$ cat src/rtl/backprop_engine.sv
// Neuron back-propagation unit: latches one neuron's bundle, derives the sigmoid delta,
// then streams per-input error terms and updated weights, one element per cycle.
module backprop_engine #(
    parameter  int N_INPUTS = 32,
    parameter  int DATA_W   = 16,
    parameter  int FRAC_W   = 8,
    localparam int IDX_W    = $clog2(N_INPUTS + 1)
) (
    input  logic                           clk,
    input  logic                           rst,
    input  logic                           in_valid,
    output logic                           in_ready,
    input  logic [N_INPUTS*DATA_W-1:0]     bp_dendrites,
    input  logic [(N_INPUTS+1)*DATA_W-1:0] bp_weights,
    input  logic [DATA_W-1:0]              bp_axon,
    input  logic [DATA_W-1:0]              bp_backprop,
    input  logic [4:0]                     bp_rate_shift,
    output logic                           out_valid,
    input  logic                           out_ready,
    output logic [IDX_W-1:0]               out_idx,
    output logic [DATA_W-1:0]              out_change,
    output logic [DATA_W-1:0]              out_weight,
    output logic                           out_last
);

    localparam int PROD_W = 2 * DATA_W + 2;
    localparam int SAT_W  = PROD_W + 1;

    localparam logic signed [DATA_W-1:0] ONE_D = {{(DATA_W-FRAC_W-1){1'b0}}, 1'b1, {FRAC_W{1'b0}}};
    localparam logic signed [DATA_W-1:0] MAX_D = {1'b0, {(DATA_W-1){1'b1}}};
    localparam logic signed [DATA_W-1:0] MIN_D = {1'b1, {(DATA_W-1){1'b0}}};
    localparam logic [IDX_W-1:0]         LAST_IDX = IDX_W'(N_INPUTS);

    typedef enum logic [1:0] {
        S_IDLE,
        S_DRV,
        S_DELTA,
        S_EMIT
    } state_t;

    function automatic logic signed [DATA_W:0] sx(input logic signed [DATA_W-1:0] v);
        return {v[DATA_W-1], v};
    endfunction

    // Clamp when the bits above the DATA_W sign position disagree with it.
    function automatic logic signed [DATA_W-1:0] sat(input logic signed [SAT_W-1:0] v);
        if ((&v[SAT_W-1:DATA_W-1]) || !(|v[SAT_W-1:DATA_W-1])) begin
            return v[DATA_W-1:0];
        end
        return v[SAT_W-1] ? MIN_D : MAX_D;
    endfunction

    state_t                    state_q, state_d;
    logic signed [DATA_W-1:0]  dend_q [N_INPUTS];
    logic signed [DATA_W-1:0]  wgt_q  [N_INPUTS+1];
    logic signed [DATA_W-1:0]  axon_q, bprop_q, deriv_q, delta_q;
    logic [4:0]                rate_q;
    logic [IDX_W-1:0]          issue_q;

    logic                      out_valid_q, out_last_q;
    logic [IDX_W-1:0]          out_idx_q;
    logic signed [DATA_W-1:0]  out_change_q, out_weight_q;

    logic signed [DATA_W-1:0]  din [N_INPUTS+1];
    logic signed [DATA_W:0]    mul_a, mul_b, mul_c;
    logic signed [PROD_W-1:0]  prod_ab, prod_ac, shr_ab, shr_ac;
    logic signed [DATA_W-1:0]  w_sel, scal_res, upd_term, upd_shift, w_new;
    logic signed [DATA_W:0]    w_sum;
    logic                      last_sel, out_fire, load;

    // The threshold behaves as one more input tied to +1.0.
    always_comb begin
        for (int i = 0; i < N_INPUTS; i++) begin
            din[i] = dend_q[i];
        end
        din[N_INPUTS] = ONE_D;
    end

    // NOTE: every signal written here gets a default first, so no latch is inferred.
    always_comb begin
        w_sel = wgt_q[issue_q];
        mul_a = sx(delta_q);
        mul_b = sx(w_sel);
        mul_c = sx(din[issue_q]);
        case (state_q)
            S_DRV: begin
                mul_a = sx(axon_q);
                mul_b = sx(ONE_D) - sx(axon_q);
            end
            S_DELTA: begin
                mul_a = sx(bprop_q);
                mul_b = sx(deriv_q);
            end
            default: ;
        endcase
    end

    // prod_ab yields deriv, then delta, then each error term; prod_ac feeds the weight update.
    assign prod_ab   = mul_a * mul_b;
    assign prod_ac   = mul_a * mul_c;
    assign shr_ab    = prod_ab >>> FRAC_W;
    assign shr_ac    = prod_ac >>> FRAC_W;
    assign scal_res  = sat({shr_ab[PROD_W-1], shr_ab});
    assign upd_term  = sat({shr_ac[PROD_W-1], shr_ac});
    assign upd_shift = upd_term >>> rate_q;
    assign w_sum     = sx(w_sel) + sx(upd_shift);
    assign w_new     = sat({{(SAT_W-DATA_W-1){w_sum[DATA_W]}}, w_sum});
    assign last_sel  = (issue_q == LAST_IDX);

    assign out_fire  = out_valid_q && out_ready;
    assign load      = (state_q == S_EMIT) && (!out_valid_q || out_ready) && !(out_fire && out_last_q);

    always_comb begin
        state_d = state_q;
        case (state_q)
            S_IDLE:  if (in_valid) state_d = S_DRV;
            S_DRV:   state_d = S_DELTA;
            S_DELTA: state_d = S_EMIT;
            S_EMIT:  if (out_fire && out_last_q) state_d = S_IDLE;
            default: state_d = S_IDLE;
        endcase
    end

    // NOTE: non-blocking assignments so every flop samples pre-edge values.
    always_ff @(posedge clk) begin
        if (rst) begin
            state_q      <= S_IDLE;
            // NOTE: operand arrays are plain flops rather than a RAM, so clearing them here is safe.
            for (int i = 0; i < N_INPUTS; i++) begin
                dend_q[i] <= '0;
            end
            for (int i = 0; i <= N_INPUTS; i++) begin
                wgt_q[i] <= '0;
            end
            axon_q       <= '0;
            bprop_q      <= '0;
            deriv_q      <= '0;
            delta_q      <= '0;
            rate_q       <= '0;
            issue_q      <= '0;
            out_valid_q  <= 1'b0;
            out_last_q   <= 1'b0;
            out_idx_q    <= '0;
            out_change_q <= '0;
            out_weight_q <= '0;
        end else begin
            state_q <= state_d;
            if (state_q == S_IDLE && in_valid) begin
                for (int i = 0; i < N_INPUTS; i++) begin
                    dend_q[i] <= bp_dendrites[i*DATA_W +: DATA_W];
                end
                for (int i = 0; i <= N_INPUTS; i++) begin
                    wgt_q[i] <= bp_weights[i*DATA_W +: DATA_W];
                end
                axon_q  <= bp_axon;
                bprop_q <= bp_backprop;
                rate_q  <= bp_rate_shift;
                issue_q <= '0;
            end
            if (state_q == S_DRV) begin
                deriv_q <= scal_res;
            end
            if (state_q == S_DELTA) begin
                delta_q <= scal_res;
            end
            if (out_fire && out_last_q) begin
                out_valid_q <= 1'b0;
                out_last_q  <= 1'b0;
            end else if (load) begin
                out_valid_q  <= 1'b1;
                out_idx_q    <= issue_q;
                out_change_q <= last_sel ? '0 : scal_res;
                out_weight_q <= w_new;
                out_last_q   <= last_sel;
                issue_q      <= issue_q + IDX_W'(1);
            end
        end
    end

    assign in_ready   = (state_q == S_IDLE);
    assign out_valid  = out_valid_q;
    assign out_idx    = out_idx_q;
    assign out_change = out_change_q;
    assign out_weight = out_weight_q;
    assign out_last   = out_last_q;

endmodule

$ cat config.mk
export PLATFORM = sky130hd
export DESIGN_NAME = backprop_engine
export DESIGN_NICKNAME = d
export VERILOG_FILES = /design/src/rtl/backprop_engine.sv
export SDC_FILE = /design/constraint.sdc
export NUM_CORES = 2
export LEC_CHECK = 0
export CAP_MARGIN = 0
export CORE_AREA = 3 3 431 433
export DETAILED_ROUTE_END_ITERATION = 10
export DIE_AREA = 0 0 434 436
export MAX_ROUTING_LAYER = met4
export PLACE_DENSITY = 0.6
export SYNTH_ARGS = -nofsm -noshare
export SYNTH_HDL_FRONTEND = slang
export SYNTH_SLANG_ARGS = --single-unit
$ cat constraint.sdc
create_clock -name clk -period 40.2 [get_ports clk]
set_input_delay 6.03 -clock clk [delete_from_list [all_inputs] [get_ports clk]]
set_output_delay 6.03 -clock clk [all_outputs]
set_load 0.03 [all_outputs]
==> results.sh <==
export IMPL_drt_initial_drc_count=5940
export IMPL_nets=8766
export IMPL_ys_ff_latch=1157
export IMPL_syn_to_final_growth_pct=24.9
export IMPL_cp_num_buf_inv=7
export IMPL_via_per_inst=5.44
export IMPL_crit_top_cell="inv_1"
export IMPL_io_buffers=1121
export IMPL_num_rows=157
export IMPL_gr_total_overflow=0
export IMPL_ys_warn_count=0
export IMPL_dieArea_um2=189000
export IMPL_avgSynthCellArea_um2=12.4
export IMPL_skew_ns=0.0598
export IMPL_die_h_um=436
export IMPL_cts_root_buf="clkbuf_16"
export IMPL_postCtsResizedCells=0
export IMPL_synthCells=5957
export IMPL_clk_pin_slew_worst_paths_ns=0.06
export IMPL_post_route_util=0.505
export IMPL_drc=0
export IMPL_post_cts_setup_buffers=0
export IMPL_holdBufCountCts=0
export IMPL_async_reset_ff_frac=0
export IMPL_fillCellCount=16000
export IMPL_drt_antenna_violating_nets=0
export IMPL_slowest_delay_ns=1.07
export IMPL_clkLatencyLatePin_ns=0.82
export IMPL_ys_types=87
export IMPL_yosysSeqAreaShare=0.455
export IMPL_yosysMostFrequentCell="edfxtp_1"
export IMPL_ys_top_cells_by_count="1040 x edfxtp_1, 861 x and2_1, 604 x inv_1"
export IMPL_num_vias=51800
export IMPL_synth_ff_type="edfxtp_1"
export IMPL_antenna_found_initial=160
export IMPL_path_class="register to register"
export IMPL_die_x_um=434
export IMPL_grt_pass1_wl_mm=402
export IMPL_critPathCaptureType="register"
export IMPL_drive_gt1_frac=0.103
export IMPL_slowest_stage="a221oi_1"
export IMPL_relSlewSlack=0.159
export IMPL_worst_pin_slew_ns=1.26
export IMPL_grt_total_usage=0.314
export IMPL_core_area_um2=182000
export IMPL_finalSetupViolCount=0
export IMPL_synth_top_area_frac=0.423
export IMPL_post_route_cell_area_um2=92200
export IMPL_tritoncts="built"
export IMPL_worstSetupStartpointType="register"
export IMPL_first_pass_iters=6
export IMPL_cp_required_ns=40.89
export IMPL_slew_viol_final=0
export IMPL_initial_utilization=0.405
export IMPL_hpwl_mm=231
export IMPL_finalHoldViolations=0
export IMPL_synth_top_cells_by_area="edfxtp_1 42%, fa_1 15%, mux4_2 9.7%, and2_1 7.3%, dfxtp_1 3.2%"
export IMPL_status="completed"
export IMPL_synth_area_leader_cell="edfxtp_1"
export IMPL_critPathTopFamily="compound AO/OA/AOI/OAI gates"
export IMPL_placedInstanceArea_um2=87600
export IMPL_synth_enable_flop_cells=1040
export IMPL_routedWlPerCell_um=30.3
export IMPL_max_freq_mhz=67.7
export IMPL_crit_arrival_ns=15.47
export IMPL_synth_area_um2=73800
export IMPL_tns_ns=0
export IMPL_gp_congestion=0.962
export IMPL_fin_crit_sh=0.368
export IMPL_min_period_ns=14.78
export IMPL_maxCapViolations=0
export IMPL_synthesis_nets=7775
export IMPL_r2r_setup_slack_ns=25.42
export IMPL_htreeDepth=4
export IMPL_grt_max_degree=278
export IMPL_grt_pass1_vias=52200
export IMPL_ios=1122
export IMPL_clockBufferDepth=3
export IMPL_rsz0062_at_grt="false"
export IMPL_cp_max_fo=100
export IMPL_min_path_type="register to register"
export IMPL_routed_wl_mm=289
export IMPL_cts_sinks=1157
export IMPL_cts_buffers=134
==> registers in the layout, indices dropped and copies added (netlist names) <==
register,cells
wgt_q,528
dend_q,512
axon_q,16
bprop_q,16
delta_q,16
deriv_q,16
out_change,16
out_weight,16
issue_q,6
out_idx,6
rate_q,5
state_q,2
out_last,1
out_valid,1
==> cell usage in the layout, fill, tap and decap left out, types with 24 or more instances in the layout <==
cell type        synthesis  layout
a211oi_1                31      31
a21o_1                  56      56
a21oi_1                172     155
a21oi_2                 12      29
and2_1                 861     860
buf_4                    3      90
clkbuf_1               295      28
clkbuf_16                0     135
clkdlybuf4s50_1          0    1120
clkinv_1                 1      24
dfxtp_1                117     111
diode_2                  0      84
edfxtp_1              1040    1040
fa_1                   554     554
ha_1                   183     180
inv_1                  604     604
mux2i_1                 60      60
mux4_2                 317     317
nand2_1                413     412
nand2b_1                37      36
nand3_1                 34      34
nor2_1                 396     395
nor2b_1                240     240
nor3_1                  35      35
o21ai_0                 73      70
xnor2_1                 57      57
==> layer usage <==
layer | part of all wire | global-route usage | up-vias
met5 | 0 | - | -
met3 | 0.083 | 0.0614 | 406
met2 | 0.48 | 0.486 | 2307
met1 | 0.40 | 0.415 | 26800
li1 | - | - | 22400
met4 | 0.032 | 0.104 | 0
==> stage by stage <==
stage          cells  hold slack, ns  worst slack, ns
3_3_place_gp    9197           0.443            25.57
2_1_floorplan   5957           0.437             7.20
6_report        9525           0.455            25.42
4_1_cts         9441           0.455            25.39
3_5_place_dp    9197           0.448            25.41
5_1_grt         9518           0.485            24.34
==> worst paths after layout <==
| path | start | to | cells after the start |
|---|---|---|---|
| max reg2reg | issue_q[1]$_SDFF_PP0_ | out_weight[14]$_SDFFE_PP0P_ | 44 |
| max | issue_q[1]$_SDFF_PP0_ | out_weight[14]$_SDFFE_PP0P_ | 44 |
| min reg2reg | out_idx[5]$_SDFFE_PP0P_ | out_idx[5]$_SDFFE_PP0P_ | 2 |
| min | out_idx[5]$_SDFFE_PP0P_ | out_idx[5]$_SDFFE_PP0P_ | 2 |
==> cells by family after synthesis <==
group	synth area share
AO/OA/AOI/OAI	0.0478
adder cells (fa/ha/maj)	0.181
XOR/XNOR	0.00959
AND/OR/NAND/NOR	0.151
multiplexers	0.106
buffers and inverters	0.0501
flip-flops	0.455
==> tightest hold or removal path, cell delays in order, from the launching register on <==
cell,delay [ns]
dfxtp_1,0.30
nand2_1,0.05
a21oi_1,0.05
==> area by class of cell <==
class	count	area [um2]	area share
multi-input combinational	3829	36700	0.398
sequential	1157	33600	0.364
timing repair buffer	1218	12000	0.131
clock buffer	166	3520	0.0382
tap	2385	2980	0.0324
inverter	608	2280	0.0248
clock inverter	78	861	0.00934
antenna	84	210	0.00228
Power is not shown: default switching activity piles up to over one toggle a cycle in this logic, so the estimate is an artifact.
